**src/rtl/clock_time_controller.sv**
```systemverilog
// HH:MM:SS BCD timekeeper with RUN/SET_HR/SET_MIN editing, hold-to-repeat increment and field blink.
// Outputs update one clk after the sampled tick or button edge; buttons are level inputs, no backpressure.
module clock_time_controller #(
   parameter int HOLD_SCAN   = 5000,
   parameter int REPEAT_SCAN = 1000
) (
   input  logic       clk,
   input  logic       rst,
   input  logic       tick_1hz,
   input  logic       tick_scan,
   input  logic       btn_mode,
   input  logic       btn_inc,
   output logic [7:0] hr_bcd,
   output logic [7:0] min_bcd,
   output logic [7:0] sec_bcd,
   output logic [1:0] mode,
   output logic       blank_hr,
   output logic       blank_min
);

   typedef enum logic [1:0] {
      RUN     = 2'd0,
      SET_HR  = 2'd1,
      SET_MIN = 2'd2
   } state_t;

   localparam int CNT_MAX = (HOLD_SCAN > REPEAT_SCAN) ? HOLD_SCAN : REPEAT_SCAN;
   localparam int CW      = $clog2(CNT_MAX + 1);

   state_t        state_q, state_d;
   logic          btn_mode_q, btn_inc_q, armed_q;
   logic [CW-1:0] hold_cnt_q, hold_cnt_d;
   logic          repeating_q, repeating_d;
   logic          blink_q, blink_d;
   logic [7:0]    hr_q, min_q, sec_q, hr_d, min_d, sec_d;
   logic          blank_hr_q, blank_min_q;
   logic          mode_edge, inc_edge, in_set, rpt_fire, bump;

   function automatic logic [7:0] bcd_inc(input logic [7:0] v, input logic [7:0] top);
      if (v == top)
         return 8'h00;
      if (v[3:0] == 4'd9)
         return {v[7:4] + 4'd1, 4'd0};
      return {v[7:4], v[3:0] + 4'd1};
   endfunction

   // armed_q masks the first cycle after reset so a button held through reset is not taken as an edge
   always_comb begin
      mode_edge = armed_q & btn_mode & ~btn_mode_q;
      inc_edge  = armed_q & btn_inc & ~btn_inc_q;
      in_set    = (state_q != RUN);
   end

   always_comb begin
      hold_cnt_d  = hold_cnt_q;
      repeating_d = repeating_q;
      rpt_fire    = 1'b0;
      if (!btn_inc || !in_set || mode_edge) begin
         hold_cnt_d  = '0;
         repeating_d = 1'b0;
      end else if (tick_scan) begin
         if (!repeating_q) begin
            if (hold_cnt_q == CW'(HOLD_SCAN - 1)) begin
               rpt_fire    = 1'b1;
               hold_cnt_d  = '0;
               repeating_d = 1'b1;
            end else begin
               hold_cnt_d = hold_cnt_q + CW'(1);
            end
         end else if (hold_cnt_q == CW'(REPEAT_SCAN - 1)) begin
            rpt_fire   = 1'b1;
            hold_cnt_d = '0;
         end else begin
            hold_cnt_d = hold_cnt_q + CW'(1);
         end
      end
   end

   // A mode edge wins over any increment landing in the same cycle
   assign bump = in_set & (inc_edge | rpt_fire) & ~mode_edge;

   always_comb begin
      state_d = state_q;
      hr_d    = hr_q;
      min_d   = min_q;
      sec_d   = sec_q;
      case (state_q)
         RUN: begin
            if (tick_1hz) begin
               sec_d = bcd_inc(sec_q, 8'h59);
               if (sec_q == 8'h59) begin
                  min_d = bcd_inc(min_q, 8'h59);
                  if (min_q == 8'h59)
                     hr_d = bcd_inc(hr_q, 8'h23);
               end
            end
            if (mode_edge)
               state_d = SET_HR;
         end
         SET_HR: begin
            if (mode_edge)
               state_d = SET_MIN;
            else if (bump)
               hr_d = bcd_inc(hr_q, 8'h23);
         end
         SET_MIN: begin
            if (mode_edge) begin
               state_d = RUN;
               sec_d   = 8'h00;
            end else if (bump) begin
               min_d = bcd_inc(min_q, 8'h59);
            end
         end
         default: state_d = RUN;
      endcase
   end

   always_comb begin
      blink_d = blink_q;
      if (state_d != state_q || bump)
         blink_d = 1'b0;
      else if (in_set && tick_1hz)
         blink_d = ~blink_q;
   end

   always_ff @(posedge clk or posedge rst) begin
      if (rst) begin
         state_q     <= RUN;
         btn_mode_q  <= 1'b0;
         btn_inc_q   <= 1'b0;
         armed_q     <= 1'b0;
         hold_cnt_q  <= '0;
         repeating_q <= 1'b0;
         blink_q     <= 1'b0;
         hr_q        <= 8'h00;
         min_q       <= 8'h00;
         sec_q       <= 8'h00;
         blank_hr_q  <= 1'b0;
         blank_min_q <= 1'b0;
      end else begin
         state_q     <= state_d;
         btn_mode_q  <= btn_mode;
         btn_inc_q   <= btn_inc;
         armed_q     <= 1'b1;
         hold_cnt_q  <= hold_cnt_d;
         repeating_q <= repeating_d;
         blink_q     <= blink_d;
         hr_q        <= hr_d;
         min_q       <= min_d;
         sec_q       <= sec_d;
         blank_hr_q  <= (state_d == SET_HR) & blink_d;
         blank_min_q <= (state_d == SET_MIN) & blink_d;
      end
   end

   assign hr_bcd    = hr_q;
   assign min_bcd   = min_q;
   assign sec_bcd   = sec_q;
   assign mode      = state_q;
   assign blank_hr  = blank_hr_q;
   assign blank_min = blank_min_q;

endmodule

```
**config.mk**
```make
export PLATFORM = sky130hd
export DESIGN_NAME = clock_time_controller
export DESIGN_NICKNAME = d
export VERILOG_FILES = /design/src/rtl/clock_time_controller.sv
export SDC_FILE = /design/constraint.sdc
export NUM_CORES = 1
export LEC_CHECK = 0
export BUFFER_PORTS_ARGS = -buffer_cell sky130_fd_sc_hd__buf_2
export CAP_MARGIN = 30
export CORE_MARGIN = 8
export CORE_UTILIZATION = 27
export CTS_CLUSTER_SIZE = 8
export DETAILED_ROUTE_END_ITERATION = 12
export SETUP_SLACK_MARGIN = 0.1
export SYNTH_ARGS = -nofsm -noshare
export SYNTH_HDL_FRONTEND = slang
export SYNTH_SLANG_ARGS = --single-unit
```
**constraint.sdc**
```tcl
create_clock -name clk -period 3.6 [get_ports clk]
set_input_delay 0.18 -clock clk [delete_from_list [all_inputs] [get_ports clk]]
set_output_delay 0.18 -clock clk [all_outputs]
set_load 0.02 [all_outputs]
```
==> Word level (Yosys, flattened, before mapping) <==
Index checks and enable logic that the tools add are counted.
{ "totals": {"reg_bits": 46, "input_bits": 6, "out_inout_bits": 28, "wordCells": 168} }
{ "op_classes": {"n_addsub": 7, "n_eq_ne": 26, "n_mux": 90, "n_bitwise": 13, "n_reduce_logical": 17} }
{ "ops": {"columns": ["operator", "count"], "rows": [
  ["8-bit 2-to-1 mux", 27],
  ["13-bit 2-to-1 mux", 5],
  ["1-bit 2-to-1 mux", 51],
  ["8-bit case mux with 2 select lines", 3],
  ["4-bit by 1-bit adder with 4-bit output (second input constant)", 6],
  ["8-bit by 7-bit equality test with 1-bit output (second input constant)", 2],
  ["2-bit inequality test (second input constant)", 8],
  ["3-bit inequality test (second input constant)", 5],
  ["13-bit by 1-bit adder with 13-bit output (second input constant)", 1],
  ["13-bit by 10-bit equality test with 1-bit output (second input constant)", 1],
  ["13-bit equality test (second input constant)", 1],
  ["4-bit equality test (second input constant)", 3],
  ["1-bit bitwise AND", 8],
  ["8-bit by 6-bit equality test with 1-bit output (second input constant)", 1],
  ["8-bit AND reduction", 1],
  ["2-bit nonzero test", 4],
  ["7-bit AND reduction", 1],
  ["2-bit 2-to-1 mux", 3],
  ["2-bit case mux with 3 select lines", 1],
  ["6-bit AND reduction", 1],
  ["5-bit AND reduction", 1],
  ["2-bit by 1-bit equality test with 1-bit output (second input constant)", 2],
  ["2-bit equality test (second input constant)", 2],
  ["1-bit inverter", 4],
  ["8 further kinds", 11]
]} }

==> Longest topological paths before layout <==
{ "logic_depth": {"depth_word": 20, "depth_mapped": 8, "mapped_depth_nobuf": 7} }

==> Least setup slack after synthesis <==
No wires, ideal clock.
{ "synth_timing": {"kind": "register -> register", "startpoint": "reg hold_cnt_q[5]", "endpoint": "reg min_q[4] (netlist: min_bcd[4])", "setup_time_ns": 0.128, "arrival_ns": 2.412, "t_required_ns": 3.472, "path_slack_ns": 1.061, "path_stages_with_launch": 7, "n_path_buf": 1, "period_less_slack_ns": 2.539, "cell_sequence": "dfrtp_1 -> or4b_1 -> a2111o_1 -> or3_1 -> buf_2 -> a21boi_4 -> mux2_1"} }
{ "synth_via": {"elab_chain_len": 10, "elab_cells_between_ends": 12, "classes_between": "eq/ne: 3; mux: 5; bitwise: 3; reduce/logical: 1"} }
{ "synth_rtl": {"columns": ["item", "line", "source"], "rows": [
  ["from (decl)", "32", "logic [CW-1:0] hold_cnt_q, hold_cnt_d;"],
  ["from (signal assigned)", "145", "hold_cnt_q <= hold_cnt_d;"],
  ["13-bit equality test / 13-bit by 10-bit equality test with 1-bit output (equally long branches)", "63, 70", null],
  ["1-bit 2-to-1 mux (on tied branches)", "63, 70", null],
  ["1-bit 2-to-1 mux *", "62", "if (!repeating_q) begin"],
  ["1-bit 2-to-1 mux *", "61", "end else if (tick_scan) begin"],
  ["1-bit 2-to-1 mux *", "58", "if (!btn_inc || !in_set || mode_edge) begin"],
  ["1-bit OR *", "80", "assign bump = in_set & (inc_edge | rpt_fire) & ~mode_edge;"],
  ["1-bit bitwise AND * (2 in a row)", "80", null],
  ["2-bit inequality test (no source line) *", null, null],
  ["7-bit AND reduction (no source line) *", null, null],
  ["to (signal assigned)", "149", "min_q <= min_d;"],
  ["to (decl)", "35", "logic [7:0] hr_q, min_q, sec_q, hr_d, min_d, sec_d;"]
]} }
Mark *: on every way between the ends. The rest lies on a longest branch, timed or not.
A chain may end at the register's enable or synchronous reset.

==> Worst setup path in the final report <==
{ "layout_timing": {"startpoint": "reg hold_cnt_q[5]", "endpoint": "reg min_q[5] (netlist: min_bcd[5])"} }
The elaborated chain is that of the path after synthesis.

==> results by stage <==
Run status:
- The flow ran to the end, and the final reports show no timing, DRC or antenna violations.

Worst setup path:
- The required time of the critical path is 3.78 ns.
- The top fanout value on the critical path is 7.
- By startpoint and endpoint, the worst setup path is classified as register to register.
- The kind of start point of the critical path is a register.
- For the worst setup path, the data arrival time is 2.90 ns.
- STA classifies the critical path endpoint as a register.

Floorplanning:
- In this run the standard cell core region covers just over 9000 um^2.
- 34 I/O pins were placed.
- The die footprint is 12700 um^2.
- In this run the vertical extent of the chip is 113 um.
- For this configuration, the core starts out at a cell density of between 20 and 30%.
- The die boundary width is 113 um.
- In this run the core area contains 35 standard-cell rows.

Synth:
- Summing the areas of all compound-gate instances in the mapped netlist gives 15.0% of the synthesized area.
- The post-synthesis sequential area ratio is a little under half.
- The area share of and/or/nand/nor cells after synthesis is 20.6%.
- dfrtp_1 takes more of the synthesized area than any other cell.
- In the post-synthesis netlist, the biggest area contributors are dfrtp_1 (46%), ha_1 (6.4%), nor2_1 (4.6%), xor2_1 (3.5%), o21ai_0 (3.4%).
- The number of distinct library cells after synthesis is 50.
- Summing the areas of all fa, ha and maj instances in the mapped netlist gives 6.45% of the synthesized area.
- For this run, asynchronously set or reset flops after synthesis account for 100%.
- The count of flip-flops with a built-in enable after synthesis is 0.
- The synthesized instance count is 253.
- The main combinational cell family by area after synthesis is simple AND/OR/NAND/NOR gates.
- Yosys printed 0 warnings.
- In this run the cell area of the synthesized design comes to between 2000 and 3000 um^2.
- The number of storage elements in the synthesis netlist is 46.
- The leading register cell type out of synthesis is dfrtp_1.
- The xor/xnor cell area share of the yosys netlist is 5.21%.
- The mux contribution to synthesized area is ~4.4%.
- Summed over its instances, the top area cell type makes up 45.6% of the synthesized netlist area.
- The synthesized netlist net count is around 270.
- The mean cell area of the mapped netlist is approximately 10 um^2.

CTS:
- The number of buffers inserted during clock tree synthesis is 5.
- Clock-pin slew was measured on the worst setup and hold paths at 0.08 ns.
- The total number of H-tree levels is 2.
- The clock passes through at most 2 buffers.
- The clock sink count is 46.
- TritonCTS built the clock tree.
- The root buffer cell is clkbuf_8.
- The insertion delay to the later sink of the worst-skew pair is approximately 0.30 ns.

Placed design:
- Port buffering added 33 buffers.
- The post-detailed-placement half-perimeter wirelength is 4210 um.
- The routability congestion estimate is around 0.80.
- Including well taps, the total number of placed cells is 394.

Cells and area:
- The number of cells in the finished layout apart from fillers is 402.
- The fraction of layout instances using a drive strength above 1 is 18.6%.
- The leading cell type in the layout, fill and taps excluded is dfrtp_1.
- The total inserted antenna cells is 0.
- After filler insertion, the fill cell instance count of the layout stands at 947.
- For this run, the post-layout net count is slightly above 300.
- The area growth from synthesis to final layout is 17.0%.
- In the layout the commonest cells are dfrtp_1 (46), buf_2 (33), nor2_1 (31).

Detailed routing:
- The total iterations of the first detailed-routing run is 7.
- The total routed wirelength is around 5600 um.
- The antenna violation net count after detailed routing is 0.
- The total via count after detailed routing is 1980.
- Dividing the detail-routed wire length by the instance count gives 13.9 um.
- After the first detailed-routing iteration, the DRC count stood at 109.
- The post-detailed-route DRC marker count is 0.
- The via density per instance is ~4.9.

Timing:
- The final critical-path share of the clock period is 75.6%.
- The final hold violation count was 0.
- Based on the critical path, the design can be clocked at up to 367 MHz.
- For the final database, setup skew stands at 0.00534 ns.
- The number of slew-limit violations in the final report is 0.
- For the pin with the worst max-slew slack, the measured transition is 0.781 ns.
- Measured against its own limit, the worst slew margin works out to 47.3%.
- The aggregate negative setup slack is 0 ns.
- Setup repair after global routing left no endpoint under its margin.
- The tightest hold path in the finished design has a slack of 0.0215 ns.
- The minimum period implied by the final worst setup slack is 2.72 ns.
- Setup violations remaining at the end of the flow were counted as 0.

Pwr:
- The total chip power is between 1500 and 2000 uW.
- The worst-case vdd ir drop is 261 uV.
- The cell area power density is about 550 nW/um^2.
- Summed over all cells, the static leakage comes to ~0.0013 uW.

Global routing:
- The number of antenna violations at the first check in global routing is 0.
- Global routing consumed, over all layers together, a little under a tenth of the routing resources.
- The number of global-route vias before repair was 1997.
- Global routing finished with a remaining overflow of 0.
- The maximum number of pins on one net before global-route repair is 41.
- The first-pass GRT wire length is 9550 um.

Flow run:
- Max-cap violations in this run came to 0.

Hold path:
- The worst hold-check path type is primary input to register.
-- routing by layer --
layer	vias to the layer above	GRT usage [%]	wire [um]
li1	975	-	-
met1	961	10.8	2580
met2	37	15.8	2690
met3	7	2.84	281
met4	0	2.16	49
met5	-	0	0
-- repair_timing --
action | CTS | global route
buffers inserted | 0 | 0
hold buffers | 1 | 0
gates resized for setup | 0 | 0
hold endpoints to repair | 6 | 0
-- synthesized netlist by cell type, types with 5 or more instances --
cell type   n
a21oi_1     7
dfrtp_1    46
ha_1       13
inv_1      13
mux2_2      5
nand2_1    17
nand2b_1    6
nand3b_1    6
nand4_1     6
nor2_1     31
o21ai_0    17
xnor2_1     5
xor2_1     10
-- kinds of logic (layout without fill, tap and decap cells) --
| kind of cell | after synthesis | after routing |
|---|---|---|
| AOI/OAI and AO/OA | 54 | 54 |
| buffers and inverters | 17 | 55 |
| adders and majority gates | 13 | 13 |
| muxes | 10 | 10 |
| and+or+nand+nor | 97 | 97 |
| other | 1 | 1 |
| xor gates and xnor gates | 15 | 15 |
| DFF | 46 | 46 |
-- power by group --
group | internal [uW] | switching, uW
logic | 196 | 308
clock network | 222 | 174
registers | 607 | 118
-- worst paths after layout --
check | startpoint | to | slack (ns) | cells past startpoint
setup / recovery | hold_cnt_q[5] | min_bcd[5] | 0.88 | 5
setup reg to reg | hold_cnt_q[5] | min_bcd[5] | 0.88 | 5
max in group asynchronous | rst | min_bcd[6] | 2.82 | 4
hold / removal | btn_inc | btn_inc_q | 0.02 | 1
min in group asynchronous | rst | hr_bcd[1] | 0.32 | 3
hold reg to reg | hr_bcd[7] | hr_bcd[7] | 0.49 | 1
-- critical path, stage by stage (launching register included) --
cell      delay, ns
dfrtp_1        0.46
or4b_1         0.58
a2111o_1       0.49
or3_1          0.51
a21boi_4       0.23
mux2_1         0.33
-- metrics by stage --
| step | setup slack (ns) | area [um^2] | util, % |
|---|---|---|---|
| after floorplan | 1.06 | 2520 | - |
| after global placement | 0.962 | 2810 | 30.7 |
| after detailed placement | 0.908 | 2830 | 30.9 |
| after CTS | 0.874 | 2950 | 32.2 |
| after global routing | 0.770 | 2950 | 32.2 |
| final | 0.878 | 2950 | 32.2 |
-- area by class of cell --
type | count | area [um^2] | area share, %
Clock buffer | 6 | 82.6 | 2.80
Multi-Input combinational cell | 190 | 1310 | 44.2
Inverter | 13 | 48.8 | 1.65
Sequential cell | 46 | 1150 | 39.0
Clock inverter | 1 | 30.0 | 1.02
Tap cell | 111 | 139 | 4.71
Timing Repair Buffer | 35 | 195 | 6.61
-- flip-flops by register name, indices dropped and copies added, names as in the netlist --
register / cells
btn_inc_q: 1
mode: 2
sec_bcd: 8
repeating_q: 1
hold_cnt_q: 13
blank_hr: 1
blink_q: 1
min_bcd: 8
hr_bcd: 8
blank_min: 1
btn_mode_q: 1
armed_q: 1
No activity file was read; power rests on OpenSTA's default activity.
